$ cat src/rtl/regfile_wb_arbiter.sv
// Round-robin write-back arbiter for a 16-entry register file with a per-register
// pending-write scoreboard, illegal-address flag and committed-write counter.
module regfile_wb_arbiter #(
    parameter int NREG = 16
) (
    input  logic             clk,
    input  logic             rst,
    input  logic             wb0_valid,
    input  logic [4:0]       wb0_addr,
    input  logic [31:0]      wb0_data,
    output logic             wb0_ready,
    input  logic             wb1_valid,
    input  logic [4:0]       wb1_addr,
    input  logic [31:0]      wb1_data,
    output logic             wb1_ready,
    input  logic             rsv_valid,
    input  logic [4:0]       rsv_addr,
    input  logic             flush,
    output logic [4:0]       rd_addr,
    output logic             reg_write,
    output logic [31:0]      rd_data,
    output logic [NREG-1:0]  busy,
    output logic             err,
    output logic [15:0]      wb_count
);

    function automatic logic addr_writable(input logic [4:0] addr);
        return (addr[4] == 1'b0) && (addr[3:0] != 4'd0);
    endfunction

    function automatic logic addr_illegal(input logic [4:0] addr);
        return addr[4];
    endfunction

    logic             last_grant_r;   // 1'b0 = wb0 granted last, 1'b1 = wb1
    logic             grant0_s;
    logic             grant1_s;
    logic             accept_s;
    logic [4:0]       win_addr_s;
    logic [31:0]      win_data_s;
    logic [4:0]       rd_addr_r;
    logic             reg_write_r;
    logic [31:0]      rd_data_r;
    logic [NREG-1:0]  busy_r;
    logic [NREG-1:0]  busy_next_s;
    logic             err_r;
    logic             err_set_s;
    logic [15:0]      wb_count_r;

    // Grant selection: depends only on the valids and the last winner.
    always_comb begin
        grant0_s   = 1'b0;
        grant1_s   = 1'b0;
        win_addr_s = 5'd0;
        win_data_s = 32'd0;
        if (wb0_valid && (!wb1_valid || last_grant_r)) begin
            grant0_s   = 1'b1;
            win_addr_s = wb0_addr;
            win_data_s = wb0_data;
        end else if (wb1_valid) begin
            grant1_s   = 1'b1;
            win_addr_s = wb1_addr;
            win_data_s = wb1_data;
        end else begin
            grant0_s = 1'b0;
        end
        accept_s = grant0_s || grant1_s;
    end

    // Scoreboard next state: commit clears, reservation wins over commit, flush wins over all.
    always_comb begin
        busy_next_s = busy_r;
        err_set_s   = 1'b0;
        if (reg_write_r) begin
            busy_next_s[rd_addr_r[3:0]] = 1'b0;
        end else begin
            busy_next_s = busy_next_s;
        end
        if (rsv_valid && addr_writable(rsv_addr)) begin
            busy_next_s[rsv_addr[3:0]] = 1'b1;
        end else if (rsv_valid && addr_illegal(rsv_addr)) begin
            err_set_s = 1'b1;
        end else begin
            err_set_s = 1'b0;
        end
        if (accept_s && addr_illegal(win_addr_s)) begin
            err_set_s = 1'b1;
        end else begin
            err_set_s = err_set_s;
        end
        if (flush) begin
            busy_next_s = {NREG{1'b0}};
        end else begin
            busy_next_s = busy_next_s;
        end
    end

    // Last-winner register, updated only when something is granted.
    always_ff @(posedge clk or negedge rst) begin
        if (!rst) begin
            last_grant_r <= 1'b1;
        end else if (accept_s) begin
            last_grant_r <= grant1_s;
        end else begin
            last_grant_r <= last_grant_r;
        end
    end

    // Output stage toward the register file write port.
    always_ff @(posedge clk or negedge rst) begin
        if (!rst) begin
            rd_addr_r   <= 5'd0;
            rd_data_r   <= 32'd0;
            reg_write_r <= 1'b0;
        end else if (accept_s && addr_writable(win_addr_s)) begin
            rd_addr_r   <= win_addr_s;
            rd_data_r   <= win_data_s;
            reg_write_r <= 1'b1;
        end else begin
            reg_write_r <= 1'b0;
        end
    end

    // Scoreboard, sticky error flag and committed-write counter.
    always_ff @(posedge clk or negedge rst) begin
        if (!rst) begin
            busy_r     <= {NREG{1'b0}};
            err_r      <= 1'b0;
            wb_count_r <= 16'd0;
        end else begin
            busy_r     <= busy_next_s;
            err_r      <= err_r || err_set_s;
            wb_count_r <= reg_write_r ? (wb_count_r + 16'd1) : wb_count_r;
        end
    end

    assign wb0_ready = grant0_s;
    assign wb1_ready = grant1_s;
    assign rd_addr   = rd_addr_r;
    assign rd_data   = rd_data_r;
    assign reg_write = reg_write_r;
    assign busy      = busy_r;
    assign err       = err_r;
    assign wb_count  = wb_count_r;

endmodule
$ cat config.mk
export PLATFORM = sky130hd
export DESIGN_NAME = regfile_wb_arbiter
export DESIGN_NICKNAME = d
export VERILOG_FILES = /design/src/rtl/regfile_wb_arbiter.sv
export SDC_FILE = /design/constraint.sdc
export NUM_CORES = 1
export LEC_CHECK = 0
export CORE_ASPECT_RATIO = 1.5
export CORE_MARGIN = 1.5
export CORE_UTILIZATION = 41
export CTS_CLUSTER_SIZE = 12
export DETAILED_ROUTE_END_ITERATION = 12
export PLACE_DENSITY = 0.8
export SYNTH_ARGS = -nofsm -noshare
export SYNTH_HDL_FRONTEND = slang
export SYNTH_SLANG_ARGS = --single-unit
export TNS_END_PERCENT = 1
$ cat constraint.sdc
create_clock -name clk -period 1.72 [get_ports clk]
set_input_delay 0.172 -clock clk [delete_from_list [all_inputs] [get_ports clk]]
set_output_delay 0.172 -clock clk [all_outputs]
set_load 0.05 [all_outputs]
# After elaboration in Yosys (flattened, before gate mapping)
# Index checks and enable logic that the tools add are counted.
# Widths: inputs -> output; s select.
# word_totals
reg_bits,72
inputBits,85
output_inout_bits,73
elab_cells,50
# op_classes
n_addsub,1
order_cmp,4
n_mux,18
bitwise_logic,5
reduce_logical,15
# op_table
op,count
$mux 32,2
$mux 16,3
$add 16x1->16 const B,1
$and 16x16->16,1
$not 16->16,1
$or 16x16->16,1
$lt 4x5->1 const B,2
$mux 5,2
$logic_and 1x1->1,9
$mux 1,9
$demux 1 s4,2
$ge 4x1->1 const B,2
$reduce_bool 4->1,2
$logic_or 1x1->1,3
$not 1->1,2
$logic_not 1->1,1

# Logic depth before layout (Yosys ltp)
# Gate-level depths: netlist (run 1).
# depth
ltp_word,10
mapped_depth,6
mapped_depth_nobuf,5

# Worst setup path after synthesis (run 1)
# OpenSTA, ideal clock, no wires.
# synth_path
path_type,reg2reg
start,register last_grant_r
end,register rd_addr_r[1] (netlist: rd_addr[1])
setup_time_ps,81
arrival_time_ps,1880
slack_ps,-240
stages_incl_launch_ff,7
path_buffers,2
period_less_slack_ps,1960
cell_sequence,dfstp_2 > nand2b_1 > and2_1 > buf_2 > buf_1 > a22oi_1 > mux2i_1
# synth_via
elab_cells_between_ends,10
classes_between,mux (3); bitwise (1); reduce/logical (6)
# synth_lines
element,line_no,rtl
from (decl),35,logic last_grant_r;
from (signal assigned),103,last_grant_r <= grant1_s;
from (signal assigned),105,last_grant_r <= last_grant_r;
$logic_or 1x1->1,56,if (wb0_valid && (!wb1_valid || last_grant_r)) begin
$logic_and 1x1->1,56,
$mux 1,56,
named net wb0_ready,11,"output logic wb0_ready,"
$logic_or 1x1->1,67,accept_s = grant0_s || grant1_s;
$logic_and 1x1->1,115,end else if (accept_s && addr_writable(win_addr_s)) begin
to (signal assigned),116,rd_addr_r <= win_addr_s;
to (decl),41,logic [4:0] rd_addr_r;
# The timed path passes the listed nets, and every way through them passes these cells.
# A chain may end at the register's enable or synchronous reset.

# Final worst setup path (run 1)
# layout_path
start,register rd_data_r[24] (netlist: rd_data[24])
end,output rd_data[24]
# layout_lines
element,line_no,rtl
from (decl),43,logic [31:0] rd_data_r;
from (signal assigned),117,rd_data_r <= win_data_s;
to (decl),21,"output logic [31:0] rd_data,"
# No word-level cell between the ends.

==> flow_summary.html, run 1 <==
<table>
<tr><th>Metric</th><th>Value</th></tr>
<tr><th colspan="2">Global routing</th></tr>
<tr><td>Maximum number of pins on one net before global-route repair</td><td>43</td></tr>
<tr><td>Vias in the first global route</td><td>between 3000 and 4000</td></tr>
<tr><td>Initial antenna violation count</td><td>0</td></tr>
<tr><td>Global route overflow</td><td>0</td></tr>
<tr><td>Global-route wire length before repair</td><td>between 10 and 15 mm</td></tr>
<tr><td>Gr usage total</td><td>21.5%</td></tr>
<tr><th colspan="2">CTS</th></tr>
<tr><td>Num CTS Buffers</td><td>9</td></tr>
<tr><td>Insertion delay of the later-clocked pin in the worst-skew pair</td><td>between 0.3 and 0.4 ns</td></tr>
<tr><td>Clock tree from TritonCTS</td><td>done</td></tr>
<tr><td>TritonCTS Sinks</td><td>between 70 and 80</td></tr>
<tr><td>Clock transition at path regs</td><td>0.05 ns</td></tr>
<tr><td>Cell at the root of the clock tree</td><td>clkbuf_16</td></tr>
<tr><td>H-tree levels</td><td>3</td></tr>
<tr><td>Maximum count of clock buffers along a single path</td><td>2</td></tr>
<tr><th colspan="2">Worst setup path</th></tr>
<tr><td>Worst path slowest cell</td><td>clkdlybuf4s50_1</td></tr>
<tr><td>Worst path top cell family by delay</td><td>buffers and inverters</td></tr>
<tr><td>Highest fanout seen on the critical path</td><td>2</td></tr>
<tr><td>Largest stage delay on the critical path</td><td>between 0.8 and 0.9 ns</td></tr>
<tr><td>Data required time of the worst path</td><td>~1.6 ns</td></tr>
<tr><td>Endpoint arrival time on the critical path</td><td>roughly 1.5 ns</td></tr>
<tr><td>Critical path buffer and inverter count</td><td>1</td></tr>
<tr><td>Kind of start point of the critical path</td><td>flop</td></tr>
<tr><td>Cells along the critical path</td><td>clkdlybuf4s50_1</td></tr>
<tr><td>CP Capture Type</td><td>output pin</td></tr>
<tr><td>Critical path class</td><td>reg2out</td></tr>
<tr><th colspan="2">Power</th></tr>
<tr><td>Peak supply drop</td><td>roughly 0.74 mV</td></tr>
<tr><td>Portion of total power attributed to sequential cells</td><td>between 30% and 40%</td></tr>
<tr><td>Net Switching</td><td>roughly 0.0024 W</td></tr>
<tr><td>Switching share of total power</td><td>a little under 40%</td></tr>
<tr><td>Pleak</td><td>2.58 nW</td></tr>
<tr><td>Cell-internal power</td><td>0.00389 W</td></tr>
<tr><td>Fraction of power consumed by combinational cells</td><td>between 30% and 40%</td></tr>
<tr><td>Total power</td><td>roughly 0.0063 W</td></tr>
<tr><td>Power density over the cells</td><td>1180 mW/mm^2</td></tr>
<tr><td>Share of power burned in the clock network</td><td>26.1%</td></tr>
<tr><th colspan="2">Timing</th></tr>
<tr><td>Highest achievable clock rate</td><td>about 0.6 GHz</td></tr>
<tr><td>Post-route fraction of the period consumed by the critical path</td><td>roughly 98%</td></tr>
<tr><td>Final critical path time including I/O delays and setup</td><td>~1.7 ns</td></tr>
<tr><td>Clk_skew</td><td>around 0.0043 ns</td></tr>
<tr><td>Aggregate negative setup slack</td><td>0 ns</td></tr>
<tr><td>Max-slew headroom at the worst pin</td><td>a little under two thirds</td></tr>
<tr><td>Final hold vios</td><td>0</td></tr>
<tr><td>Final Hold Slack</td><td>~0.33 ns</td></tr>
<tr><td>Transition time at the pin with the least slew margin</td><td>between 0.5 and 0.6 ns</td></tr>
<tr><td>Unrepaired setup endpoints after global routing</td><td>yes</td></tr>
<tr><td>Number of failing setup endpoints in the final timing report</td><td>0</td></tr>
<tr><td>Slew Viols, Final</td><td>0</td></tr>
<tr><th colspan="2">Die</th></tr>
<tr><td>Die outline area</td><td>roughly 0.009 mm^2</td></tr>
<tr><td>Number of core rows</td><td>40</td></tr>
<tr><td>Initial cell density of the core</td><td>a little over two fifths</td></tr>
<tr><td>Horizontal die dimension</td><td>77.3 um</td></tr>
<tr><td>Placeable Area</td><td>0.00801 mm^2</td></tr>
<tr><td>Die span in y</td><td>approximately 110 um</td></tr>
<tr><td>Number of top-level pins</td><td>around 160</td></tr>
<tr><th colspan="2">Drt</th></tr>
<tr><td>Number of routed nets with antenna violations</td><td>0</td></tr>
<tr><td>Wire per inst</td><td>~15 um</td></tr>
<tr><td>Iteration count of the initial detailed-routing pass</td><td>4</td></tr>
<tr><td>Number of vias in the routed layout</td><td>2939</td></tr>
<tr><td>Detailed-route DRC error count</td><td>0</td></tr>
<tr><td>Total Wirelength</td><td>around 9.0 mm</td></tr>
<tr><td>Avg Vias per Cell</td><td>roughly 5</td></tr>
<tr><td>First-iteration detailed-routing DRC count</td><td>around 120</td></tr>
<tr><th colspan="2">Place</th></tr>
<tr><td>Total of buffers placed on input and output ports</td><td>about 160</td></tr>
<tr><td>Cell area after placement</td><td>0.00504 mm^2</td></tr>
<tr><td>Placed cells</td><td>roughly 570</td></tr>
<tr><td>Final HPWL DP</td><td>6.72 mm</td></tr>
<tr><td>Routability congestion estimate</td><td>~0.93</td></tr>
<tr><th colspan="2">Synthesis</th></tr>
<tr><td>Cells after synthesis</td><td>320</td></tr>
<tr><td>Synth Warn #</td><td>0</td></tr>
<tr><td>Seq cells post-synth</td><td>slightly above 70</td></tr>
<tr><td>Post-synthesis sequential area ratio</td><td>between 50% and 60%</td></tr>
<tr><td>Distinct cell type count after synthesis</td><td>42</td></tr>
<tr><td>Netlist area before placement</td><td>about 0.0034 mm^2</td></tr>
<tr><td>Synth Area per Inst</td><td>between 10 and 15 um^2</td></tr>
<tr><td>Synthesized Nets</td><td>406</td></tr>
<tr><th colspan="2">Run status</th></tr>
<tr><td>Status</td><td>finished clean</td></tr>
<tr><th colspan="2">Finish</th></tr>
<tr><td>Final non-filler cell total</td><td>between 500 and 600</td></tr>
<tr><td>Growth of design area from synthesis to finish</td><td>58.2%</td></tr>
<tr><td>Final #Nets</td><td>around 570</td></tr>
<tr><td>Share of cells above drive strength 1</td><td>about an eighth</td></tr>
<tr><td>Final cell area excluding filler cells</td><td>between 0.005 and 0.006 mm^2</td></tr>
<tr><td>Number of fill cells in the layout</td><td>646</td></tr>
<tr><td>Number of antenna diodes</td><td>0</td></tr>
<tr><th colspan="2">Flow run</th></tr>
<tr><td>Max-capacitance violation count</td><td>0</td></tr>
<tr><th colspan="2">Hold path</th></tr>
<tr><td>Hold/Removal Path Class</td><td>in2async</td></tr>
</table>
-- cells by family (layout without fill, tap and decap cells) --
group                      Yosys count  after routing  share of synthesized area (%)
AOI/OAI and AO/OA                   74             74                           14.5
xor gates and xnor gates            15             15                           3.87
adders and majority gates            1              1                          0.368
buffers and inverters               51            217                           6.81
DFF                                 72             72                           53.1
muxes                               34             34                           10.1
and+or+nand+nor                     73             73                           11.3
-- cells in the final DEF, fill, tap and decap left out, types with 4 or more instances in the layout --
cell and instances:
o21ai_0 13, a21oi_1 17, nor2_1 12, buf_4 34, clkbuf_16 10, clkdlybuf4s50_1 116
dfrtp_1 71, nand3_1 5, buf_12 5, nand2b_1 4, xor2_1 6, a22oi_1 33
dlymetal6s2s_1 6, nand4_1 9, xnor2_1 9, nand2_1 22, mux2i_1 33, inv_1 35
-- layout make-up --
class	instances	area (um^2)	share of cell area, %
clock inverters	3	17.5	0.326
well taps	105	131	2.44
repair buffers	166	1680	31.2
clock buffers	13	250	4.66
flip-flops and latches	72	1800	33.5
inverters	35	131	2.44
multi-input cells	197	1370	25.4
-- power by group through the flow --
| stage | Combinational, W | Sequential [W] | Clock (W) |
|---|---|---|---|
| CTS | 0.00245 | 0.00225 | 0.00170 |
| global route | 0.00257 | 0.00228 | 0.00176 |
| detailed placement | 0.00242 | 0.00227 | 0 |
| global placement | 0.00239 | 0.00225 | 0 |
| floorplan | 0.000544 | 0.00318 | 0 |
| finish | 0.00243 | 0.00224 | 0.00165 |
-- worst paths after layout --
kind	endpoint	start	depth (start not counted)	slack, ns
worst max-delay path	rd_data[24]	rd_data[24]$_DFFE_PN0P_	1	0.04
worst min-delay path	wb_count[14]$_DFFE_PN0P_	rst	2	0.33
worst max register to register	rd_data[19]$_DFFE_PN0P_	last_grant_r$_DFFE_PN1P_	5	0.10
worst min register to register	wb_count[15]$_DFFE_PN0P_	wb_count[15]$_DFFE_PN0P_	1	0.47
max in group asynchronous	last_grant_r$_DFFE_PN1P_	rst	3	0.78
min in group clk	err$_DFF_PN0_	wb0_addr[4]	3	0.46
-- cell usage after synthesis --
cell type / n / share of area (%)
a22oi_1: 33 / 7.3
nand3b_1: 3 / 0.66
a22oi_2: 1 / 0.37
or4_1: 2 / 0.44
buf_12: 1 / 0.59
and2_1: 2 / 0.37
mux2i_1: 33 / 9.7
nor3_1: 1 / 0.15
and3b_1: 1 / 0.26
or2_1: 1 / 0.18
inv_1: 35 / 3.9
and2b_1: 1 / 0.22
buf_2: 1 / 0.15
nand2_1: 22 / 2.4
a22o_1: 3 / 0.77
buf_1: 3 / 0.33
a21boi_2: 1 / 0.33
mux2_2: 1 / 0.33
nor2b_1: 2 / 0.37
nand3_1: 5 / 0.74
dfstp_2: 1 / 0.77
or2_2: 1 / 0.18
buf_8: 1 / 0.44
xnor2_1: 9 / 2.3
nor3b_1: 3 / 0.66
o211ai_1: 1 / 0.22
o21ai_0: 13 / 1.9
o31ai_1: 2 / 0.44
ha_1: 1 / 0.37
nor4_1: 2 / 0.37
a21o_1: 3 / 0.66
buf_4: 1 / 0.22
nand2b_1: 4 / 0.74
nor4_2: 1 / 0.37
clkbuf_1: 8 / 0.88
dfrtp_1: 71 / 52
xor2_1: 6 / 1.5
and3_1: 1 / 0.18
nor2_1: 12 / 1.3
nand4_1: 9 / 1.7
a21oi_1: 17 / 2.5
buf_6: 1 / 0.33
-- metrics by stage --
| step | util [%] | setup slack [ns] |
|---|---|---|
| 2_1_floorplan | - | -0.0641 |
| 3_3_place_gp | 63.0 | -0.233 |
| 3_5_place_dp | 63.0 | -0.299 |
| 4_1_cts | 66.9 | 0.00853 |
| 5_1_grt | 67.1 | -0.0218 |
| 6_report | 67.1 | 0.0397 |
-- registers in the layout, summed over array words and instances (netlist names) --
register and flops:
reg_write 1, rd_addr 5, wb_count 16, rd_data 32
last_grant_r 1, err 1, busy 16
-- routing by layer --
layer,part of all wire (%),GRT usage [%]
met1,40,25.2
met2,50,36.1
met3,8.2,7.41
met4,1.4,8.36
met5,0,0
-- repair_timing --
item | 4_1_cts | 5_1_grt
setup buffers | 0 | 0
setup endpoints to repair | 3 | 9
pin swaps | 0 | 1
cloned | 1 | 0
gates resized for setup | 4 | 7
hold buffers | 1 | 0
endpoints found under the hold margin | 30 | 0
Note: power is estimated with default switching activity, not from simulation.
==> run 2: changes to the inputs <==
- ABC_AREA: unset -> 1
- CORE_UTILIZATION: 41 -> 43
- HOLD_SLACK_MARGIN: unset -> 0.08
- PLACE_DENSITY: 0.8 -> 0.81
==> flow_summary.html, run 2 <==
<table>
<tr><th>Metric</th><th>Value</th></tr>
<tr><th colspan="2">Run status</th></tr>
<tr><td>Status</td><td>finished clean</td></tr>
<tr><th colspan="2">Timing</th></tr>
<tr><td>Max-slew headroom at the worst pin</td><td>64.5% (+0.51 points)</td></tr>
<tr><td>Final critical path time including I/O delays and setup</td><td>1.69 ns (+0.0125 ns)</td></tr>
<tr><td>Post-route fraction of the period consumed by the critical path</td><td>98.4% (+0.73 points)</td></tr>
<tr><td>Transition time at the pin with the least slew margin</td><td>0.531 ns (-0.00770 ns)</td></tr>
<tr><td>Highest achievable clock rate</td><td>0.591 GHz (-0.74%)</td></tr>
<tr><td>Slew Viols, Final</td><td>0 (unchanged)</td></tr>
<tr><td>Final hold vios</td><td>0 (unchanged)</td></tr>
<tr><td>Number of failing setup endpoints in the final timing report</td><td>0 (unchanged)</td></tr>
<tr><td>Clk_skew</td><td>0.00247 ns (-0.00182 ns)</td></tr>
<tr><td>Unrepaired setup endpoints after global routing</td><td>yes</td></tr>
<tr><th colspan="2">Worst setup path</th></tr>
<tr><td>Worst path slowest cell</td><td>clkdlybuf4s50_1</td></tr>
<tr><td>Endpoint of the worst register-to-register path</td><td>rd_data[27]$_DFFE_PN0P_</td></tr>
<tr><td>Cells along the critical path</td><td>clkdlybuf4s50_1</td></tr>
<tr><td>Endpoint arrival time on the critical path</td><td>1.52 ns (about the same)</td></tr>
<tr><td>Register-to-register setup slack</td><td>0.08 ns (-0.02 ns)</td></tr>
<tr><td>Highest fanout seen on the critical path</td><td>2 (unchanged)</td></tr>
<tr><td>CP Capture Type</td><td>output pin</td></tr>
<tr><td>Largest stage delay on the critical path</td><td>0.81 ns (about the same)</td></tr>
<tr><td>Kind of start point of the critical path</td><td>flop</td></tr>
<tr><td>Data required time of the worst path</td><td>1.55 ns (about the same)</td></tr>
<tr><td>Launching point of the worst reg2reg path</td><td>last_grant_r$_DFFE_PN1P_</td></tr>
<tr><td>Critical path buffer and inverter count</td><td>1 (unchanged)</td></tr>
<tr><td>Worst path top cell family by delay</td><td>buffers and inverters</td></tr>
<tr><td>Critical path class</td><td>reg2out</td></tr>
<tr><td>Worst Reg2Reg Path Length in Cells</td><td>9 (+4)</td></tr>
<tr><th colspan="2">Power</th></tr>
<tr><td>Share of power burned in the clock network</td><td>26.2% (about the same)</td></tr>
<tr><td>Net Switching</td><td>0.00251 W (+3.0%)</td></tr>
<tr><td>Cell-internal power</td><td>0.00383 W (-1.5%)</td></tr>
<tr><td>Fraction of power consumed by combinational cells</td><td>39.4% (+1.0 points)</td></tr>
<tr><td>Portion of total power attributed to sequential cells</td><td>34.4% (-1.1 points)</td></tr>
<tr><td>Power density over the cells</td><td>1090 mW/mm^2 (-7.4%)</td></tr>
<tr><td>Pleak</td><td>3.03 nW (+18%)</td></tr>
<tr><td>Switching share of total power</td><td>39.5% (+1.0 points)</td></tr>
<tr><td>Peak supply drop</td><td>0.687 mV (-7.6%)</td></tr>
<tr><td>Total power</td><td>0.00634 W (+0.26%)</td></tr>
<tr><th colspan="2">Finish</th></tr>
<tr><td>Most common library cell in the layout ignoring fill and taps</td><td>nand2_1</td></tr>
<tr><td>Flip-flop count of the largest register, all copies and words added</td><td>32 (unchanged)</td></tr>
<tr><td>Share of cells above drive strength 1</td><td>14.1% (+1.6 points)</td></tr>
<tr><td>Final non-filler cell total</td><td>780 (+32%)</td></tr>
<tr><td>Final cell area excluding filler cells</td><td>0.00582 mm^2 (+8.3%)</td></tr>
<tr><td>Final #Nets</td><td>754 (+33%)</td></tr>
<tr><td>Growth of design area from synthesis to finish</td><td>56.6%</td></tr>
<tr><td>Number of fill cells in the layout</td><td>715 (+11%)</td></tr>
<tr><td>Commonest cells after routing, fill and taps aside</td><td>nand2_1, clkdlybuf4s50_1, dfrtp_1, nand3_1, buf_4</td></tr>
<tr><td>Number of antenna diodes</td><td>0 (unchanged)</td></tr>
<tr><th colspan="2">Synthesis</th></tr>
<tr><td>Synth Warn #</td><td>0 (unchanged)</td></tr>
<tr><td>Synthesized Nets</td><td>579 (+43%)</td></tr>
<tr><td>Cells after synthesis</td><td>493 (+54%)</td></tr>
<tr><td>Most frequently used flop master after synthesis</td><td>dfrtp_1</td></tr>
<tr><td>Async SR Flop Fraction</td><td>100% (unchanged)</td></tr>
<tr><td>Synth Area per Inst</td><td>7.54 um^2 (-29%)</td></tr>
<tr><td>Area share of the largest cell type after synthesis</td><td>47.8% (-4.5 points)</td></tr>
<tr><td>EDFF count, synth</td><td>0 (unchanged)</td></tr>
<tr><td>Netlist area before placement</td><td>0.00372 mm^2 (+9.4%)</td></tr>
<tr><td>Most common cell in the synthesized netlist</td><td>nand2_1</td></tr>
<tr><td>Post-synthesis sequential area ratio</td><td>48.5% (-4.6 points)</td></tr>
<tr><td>Post-synth top cells</td><td>nand2_1, dfrtp_1, nand3_1</td></tr>
<tr><td>Largest cells by area after synthesis</td><td>dfrtp_1, nand2_1, nand3_1, inv_1, a21oi_1</td></tr>
<tr><td>Seq cells post-synth</td><td>72 (unchanged)</td></tr>
<tr><td>Area leader, netlist</td><td>dfrtp_1</td></tr>
<tr><td>Distinct cell type count after synthesis</td><td>28 (-33%)</td></tr>
<tr><th colspan="2">Drt</th></tr>
<tr><td>Number of routed nets with antenna violations</td><td>0 (unchanged)</td></tr>
<tr><td>Number of vias in the routed layout</td><td>3838 (+31%)</td></tr>
<tr><td>First-iteration detailed-routing DRC count</td><td>146 (+26%)</td></tr>
<tr><td>Avg Vias per Cell</td><td>4.92 (-1.1%)</td></tr>
<tr><td>Detailed-route DRC error count</td><td>0 (unchanged)</td></tr>
<tr><td>Iteration count of the initial detailed-routing pass</td><td>6 (+2)</td></tr>
<tr><td>Wire per inst</td><td>13.7 um (-9.6%)</td></tr>
<tr><td>Total Wirelength</td><td>10.7 mm (+19%)</td></tr>
<tr><th colspan="2">Hold path</th></tr>
<tr><td>Hold/Removal Path Class</td><td>in2async</td></tr>
<tr><th colspan="2">Global routing</th></tr>
<tr><td>Global route overflow</td><td>0 (unchanged)</td></tr>
<tr><td>Vias in the first global route</td><td>3951 (+26%)</td></tr>
<tr><td>Maximum number of pins on one net before global-route repair</td><td>38 (-12%)</td></tr>
<tr><td>Gr usage total</td><td>24.8% (+3.3 points)</td></tr>
<tr><td>Global-route wire length before repair</td><td>17.7 mm (+21%)</td></tr>
<tr><td>Initial antenna violation count</td><td>0 (unchanged)</td></tr>
<tr><th colspan="2">CTS</th></tr>
<tr><td>Num CTS Buffers</td><td>9 (unchanged)</td></tr>
<tr><td>Insertion delay of the later-clocked pin in the worst-skew pair</td><td>0.33 ns (about the same)</td></tr>
<tr><td>Cell at the root of the clock tree</td><td>clkbuf_16</td></tr>
<tr><td>TritonCTS Sinks</td><td>72 (unchanged)</td></tr>
<tr><td>Clock tree from TritonCTS</td><td>done</td></tr>
<tr><td>Maximum count of clock buffers along a single path</td><td>2 (unchanged)</td></tr>
<tr><td>Clock transition at path regs</td><td>0.05 ns (about the same)</td></tr>
<tr><td>H-tree levels</td><td>3 (unchanged)</td></tr>
<tr><th colspan="2">Die</th></tr>
<tr><td>Horizontal die dimension</td><td>78.9 um (+2.1%)</td></tr>
<tr><td>Initial cell density of the core</td><td>44.2% (+1.8 points)</td></tr>
<tr><td>Die outline area</td><td>0.00922 mm^2 (+4.2%)</td></tr>
<tr><td>Die span in y</td><td>117 um (+2.1%)</td></tr>
<tr><td>Number of core rows</td><td>41 (+2.5%)</td></tr>
<tr><td>Placeable Area</td><td>0.00841 mm^2 (+5.1%)</td></tr>
<tr><td>Number of top-level pins</td><td>158 (unchanged)</td></tr>
<tr><th colspan="2">Place</th></tr>
<tr><td>Total of buffers placed on input and output ports</td><td>157 (unchanged)</td></tr>
<tr><td>Routability congestion estimate</td><td>0.866 (-6.7%)</td></tr>
<tr><td>Cell area after placement</td><td>0.00547 mm^2 (+8.3%)</td></tr>
<tr><td>Final HPWL DP</td><td>8.10 mm (+21%)</td></tr>
<tr><td>Placed cells</td><td>761 (+33%)</td></tr>
<tr><th colspan="2">Flow run</th></tr>
<tr><td>Max-capacitance violation count</td><td>0 (unchanged)</td></tr>
</table>
## run 2: stage by stage
step                setup TNS (ns)  worst slack [ns]  util (%)  hold slack (ns)
floorplan                        0            0.0223         -           -0.124
global placement             -2.03           -0.0751      65.0           0.0700
detailed placement           -3.85            -0.147      65.0           0.0713
CTS                              0           0.00826      68.8            0.259
global route                -0.225           -0.0378      69.2            0.295
finish                           0            0.0271      69.2            0.262
## run 2: timing repair
| item | CTS | global route |
|---|---|---|
| resized for setup | 6 | 8 |
| hold endpoints to repair | 71 | 0 |
| endpoints found under the setup margin | 3 | 46 |
| pin swaps | 0 | 3 |
| gates cloned | 1 | 1 |
| hold buffers | 1 | 0 |
| setup buffers | 0 | 0 |
## run 2: layout make-up
| type | instances | area (um^2) | area share (%) |
|---|---|---|---|
| Multi-Input combinational cell | 360 | 1660 | 28.4 |
| Tap cell | 107 | 134 | 2.30 |
| Timing Repair Buffer | 183 | 1800 | 31.0 |
| Inverter | 42 | 158 | 2.71 |
| Sequential cell | 72 | 1810 | 31.0 |
| Clock inverter | 4 | 20.0 | 0.344 |
| Clock buffer | 12 | 246 | 4.23 |
## run 2: worst max path at each step
stage	start	to	cells past startpoint
2_1_floorplan	wb_count[0]$_DFFE_PN0P_	wb_count[12]$_DFFE_PN0P_	8
3_3_place_gp	wb1_valid	rd_data[12]$_DFFE_PN0P_	10
3_5_place_dp	wb1_valid	rd_data[27]$_DFFE_PN0P_	10
4_1_cts	rd_data[11]$_DFFE_PN0P_	rd_data[11]	1
5_1_grt	last_grant_r$_DFFE_PN1P_	wb0_ready	6
6_report	rd_data[8]$_DFFE_PN0P_	rd_data[8]	1
## run 2: power by group through the flow
stage	Sequential [W]	Combinational [W]	Clock [W]
3_3_place_gp	0.00219	0.00243	0
4_1_cts	0.00218	0.00250	0.00170
3_5_place_dp	0.00220	0.00246	0
6_report	0.00218	0.00250	0.00166
2_1_floorplan	0.00305	0.000621	0
5_1_grt	0.00221	0.00269	0.00176
## run 2: logic make-up (layout without fill, tap and decap cells)
family | count (synthesis) | count (layout) | share of synthesized area (%)
buffers and inverters | 62 | 241 | 7.61
AND/OR/NAND/NOR | 313 | 314 | 35.9
adder cells (fa/ha/maj) | 1 | 1 | 0.337
XOR/XNOR | 12 | 12 | 2.83
AO/OA/AOI/OAI | 33 | 33 | 4.78
flip-flops | 72 | 72 | 48.5
## run 2: per-layer routing
metal	vias up	wire (um)	GRT usage (%)
met1	1760	3980	27.2
met2	154	5770	45.2
met5	-	0	0
met4	0	257	11.0
met3	22	722	6.05
li1	1902	-	-
==> run 3: changes to the inputs <==
- CORE_UTILIZATION: 43 -> 30
- PLACE_DENSITY: 0.81 -> unset
==> flow_summary.html, run 3 (synthesis results as in run 2) <==
<table>
<tr><th>Metric</th><th>Value</th></tr>
<tr><th colspan="2">Run status</th></tr>
<tr><td>Status</td><td>finished clean</td></tr>
<tr><th colspan="2">Drt</th></tr>
<tr><td>Number of routed nets with antenna violations</td><td>0 (unchanged)</td></tr>
<tr><td>Number of vias in the routed layout</td><td>3744 (-2.4%)</td></tr>
<tr><td>Avg Vias per Cell</td><td>4.57 (-7.2%)</td></tr>
<tr><td>First-iteration detailed-routing DRC count</td><td>86 (-41%)</td></tr>
<tr><td>Detailed-route DRC error count</td><td>0 (unchanged)</td></tr>
<tr><td>Total Wirelength</td><td>10.3 mm (-3.9%)</td></tr>
<tr><td>Wire per inst</td><td>12.6 um (-8.6%)</td></tr>
<tr><td>Iteration count of the initial detailed-routing pass</td><td>4 (-2)</td></tr>
<tr><th colspan="2">Timing</th></tr>
<tr><td>Max-slew headroom at the worst pin</td><td>64.0% (-0.50 points)</td></tr>
<tr><td>Number of failing setup endpoints in the final timing report</td><td>0 (unchanged)</td></tr>
<tr><td>Highest achievable clock rate</td><td>0.597 GHz (+1.1%)</td></tr>
<tr><td>Final hold vios</td><td>0 (unchanged)</td></tr>
<tr><td>Final Hold Slack</td><td>0.343 ns (+0.0803 ns)</td></tr>
<tr><td>Clk_skew</td><td>0.00585 ns (+0.00338 ns)</td></tr>
<tr><td>Post-route fraction of the period consumed by the critical path</td><td>97.3% (-1.1 points)</td></tr>
<tr><td>Unrepaired setup endpoints after global routing</td><td>yes</td></tr>
<tr><td>Slew Viols, Final</td><td>0 (unchanged)</td></tr>
<tr><td>Final critical path time including I/O delays and setup</td><td>1.67 ns (-0.0192 ns)</td></tr>
<tr><td>Aggregate negative setup slack</td><td>0 ns (unchanged)</td></tr>
<tr><td>Transition time at the pin with the least slew margin</td><td>0.539 ns (+0.00831 ns)</td></tr>
<tr><th colspan="2">Die</th></tr>
<tr><td>Die span in y</td><td>139 um (+19%)</td></tr>
<tr><td>Horizontal die dimension</td><td>93.9 um (+19%)</td></tr>
<tr><td>Number of core rows</td><td>49 (+20%)</td></tr>
<tr><td>Number of top-level pins</td><td>158 (unchanged)</td></tr>
<tr><td>Initial cell density of the core</td><td>30.9% (-13 points)</td></tr>
<tr><td>Die outline area</td><td>0.0131 mm^2 (+42%)</td></tr>
<tr><td>Placeable Area</td><td>0.0120 mm^2 (+43%)</td></tr>
<tr><th colspan="2">Place</th></tr>
<tr><td>Placed cells</td><td>802 (+5.4%)</td></tr>
<tr><td>Final HPWL DP</td><td>7.99 mm (-1.4%)</td></tr>
<tr><td>Routability congestion estimate</td><td>0.841 (-2.9%)</td></tr>
<tr><td>Total of buffers placed on input and output ports</td><td>157 (unchanged)</td></tr>
<tr><th colspan="2">Finish</th></tr>
<tr><td>Number of antenna diodes</td><td>0 (unchanged)</td></tr>
<tr><td>Most common library cell in the layout ignoring fill and taps</td><td>nand2_1</td></tr>
<tr><td>Final non-filler cell total</td><td>820 (+5.1%)</td></tr>
<tr><td>Share of cells above drive strength 1</td><td>13.2% (-0.92 points)</td></tr>
<tr><td>Final #Nets</td><td>748 (-0.80%)</td></tr>
<tr><td>Growth of design area from synthesis to finish</td><td>56.8%</td></tr>
<tr><td>Flip-flop count of the largest register, all copies and words added</td><td>32 (unchanged)</td></tr>
<tr><td>Commonest cells after routing, fill and taps aside</td><td>nand2_1, clkdlybuf4s50_1, dfrtp_1, nand3_1, buf_4</td></tr>
<tr><th colspan="2">Worst setup path</th></tr>
<tr><td>Worst Reg2Reg Path Length in Cells</td><td>10 (+1)</td></tr>
<tr><td>Largest stage delay on the critical path</td><td>0.81 ns (about the same)</td></tr>
<tr><td>Data required time of the worst path</td><td>1.55 ns (about the same)</td></tr>
<tr><td>Launching point of the worst reg2reg path</td><td>last_grant_r$_DFFE_PN1P_</td></tr>
<tr><td>Register-to-register setup slack</td><td>0.16 ns (+0.08 ns)</td></tr>
<tr><td>Worst path top cell family by delay</td><td>buffers and inverters</td></tr>
<tr><td>Endpoint arrival time on the critical path</td><td>1.50 ns (-0.02 ns)</td></tr>
<tr><td>Endpoint of the worst register-to-register path</td><td>rd_data[28]$_DFFE_PN0P_</td></tr>
<tr><td>Kind of start point of the critical path</td><td>flop</td></tr>
<tr><td>Worst path slowest cell</td><td>clkdlybuf4s50_1</td></tr>
<tr><td>CP Capture Type</td><td>output pin</td></tr>
<tr><td>Critical path class</td><td>reg2out</td></tr>
<tr><td>Highest fanout seen on the critical path</td><td>2 (unchanged)</td></tr>
<tr><td>Critical path buffer and inverter count</td><td>1 (unchanged)</td></tr>
<tr><td>Cells along the critical path</td><td>clkdlybuf4s50_1</td></tr>
<tr><th colspan="2">Flow run</th></tr>
<tr><td>Max-capacitance violation count</td><td>0 (unchanged)</td></tr>
<tr><th colspan="2">CTS</th></tr>
<tr><td>Cell at the root of the clock tree</td><td>clkbuf_16</td></tr>
<tr><td>H-tree levels</td><td>3 (unchanged)</td></tr>
<tr><td>Num CTS Buffers</td><td>9 (unchanged)</td></tr>
<tr><td>Insertion delay of the later-clocked pin in the worst-skew pair</td><td>0.32 ns (about the same)</td></tr>
<tr><td>Clock tree from TritonCTS</td><td>done</td></tr>
<tr><td>Maximum count of clock buffers along a single path</td><td>2 (unchanged)</td></tr>
<tr><td>Clock transition at path regs</td><td>0.06 ns (about the same)</td></tr>
<tr><td>TritonCTS Sinks</td><td>72 (unchanged)</td></tr>
<tr><th colspan="2">Power</th></tr>
<tr><td>Cell-internal power</td><td>0.00395 W (+3.0%)</td></tr>
<tr><td>Fraction of power consumed by combinational cells</td><td>37.4% (-2.0 points)</td></tr>
<tr><td>Peak supply drop</td><td>0.466 mV (-32%)</td></tr>
<tr><td>Share of power burned in the clock network</td><td>28.5% (+2.3 points)</td></tr>
<tr><td>Switching share of total power</td><td>38.6% (-0.89 points)</td></tr>
<tr><td>Pleak</td><td>3.05 nW (+0.54%)</td></tr>
<tr><td>Net Switching</td><td>0.00249 W (-0.77%)</td></tr>
<tr><td>Power density over the cells</td><td>1100 mW/mm^2 (+1.3%)</td></tr>
<tr><td>Portion of total power attributed to sequential cells</td><td>34.0% (-0.4 points)</td></tr>
<tr><th colspan="2">Global routing</th></tr>
<tr><td>Gr usage total</td><td>16.5% (-8.3 points)</td></tr>
<tr><td>Global route overflow</td><td>0 (unchanged)</td></tr>
<tr><td>Vias in the first global route</td><td>3680 (-6.9%)</td></tr>
<tr><td>Maximum number of pins on one net before global-route repair</td><td>38 (unchanged)</td></tr>
<tr><td>Global-route wire length before repair</td><td>17.1 mm (-3.5%)</td></tr>
<tr><td>Initial antenna violation count</td><td>0 (unchanged)</td></tr>
<tr><th colspan="2">Hold path</th></tr>
<tr><td>Hold/Removal Path Class</td><td>in2async</td></tr>
</table>
[run 3: cell count changes in the layout (fill, tap and decap cells not counted), sizes merged]
cell / delta
buf: -2
bufbuf: -1
bufinv: +1
clkdlybuf4s50: -5
clkinv: -1
dlymetal6s2s: +3
nand2: -1
[run 3: area by class of cell]
class                   instances  area (um^2)
clock buffers                  12          246
clock inverters                 4         45.0
fillers                      1221         6190
inverters                      42          158
multi-input cells             359         1630
flip-flops and latches         72         1810
well taps                     153          191
repair buffers                178         1750
[run 3: timing repair]
action,CTS,global route
gates resized for setup,4,8
hold buffers,1,0
endpoints found under the hold margin,35,0
setup endpoints to repair,3,13
pin swaps,0,1
setup buffers,1,0
[run 3: worst max path at each step]
| stage | depth (start not counted) | slack (ns) | to | from |
|---|---|---|---|---|
| floorplan | 8 | 0.02 | wb_count[12]$_DFFE_PN0P_ | wb_count[0]$_DFFE_PN0P_ |
| global placement | 11 | -0.02 | rd_addr[4]$_DFFE_PN0P_ | wb1_valid |
| detailed placement | 11 | -0.07 | rd_addr[4]$_DFFE_PN0P_ | wb1_valid |
| CTS | 1 | 0.01 | rd_data[16] | rd_data[16]$_DFFE_PN0P_ |
| global route | 6 | -0.005 | wb0_ready | last_grant_r$_DFFE_PN1P_ |
| finish | 1 | 0.05 | rd_addr[4] | rd_addr[4]$_DFFE_PN0P_ |
[run 3: power by group through the flow]
stage	Clock [W]	Sequential, W	Combinational [W]
2_1_floorplan	0	0.00305	0.000621
3_3_place_gp	0	0.00221	0.00240
3_5_place_dp	0	0.00221	0.00242
4_1_cts	0.00190	0.00219	0.00243
5_1_grt	0.00198	0.00223	0.00258
6_report	0.00184	0.00219	0.00241
[run 3: per-stage QoR]
step / cell area, um^2 / total power, W / utilization (%) / worst slack (ns)
6_report: 5830 / 0.00643 / 48.5 / 0.0463
5_1_grt: 5830 / 0.00680 / 48.5 / -0.00530
4_1_cts: 5810 / 0.00652 / 48.4 / 0.0135
3_5_place_dp: 5490 / 0.00463 / 45.7 / -0.0700
3_3_place_gp: 5490 / 0.00461 / 45.7 / -0.0244
2_1_floorplan: 3720 / 0.00367 / - / 0.0223
[run 3: layer usage]
layer,global-route usage (%),vias up,wire [um]
li1,-,1887,-
met1,18.1,1706,4010
met2,28.8,136,5270
met3,5.57,15,839
met4,6.21,0,185
met5,0,-,0
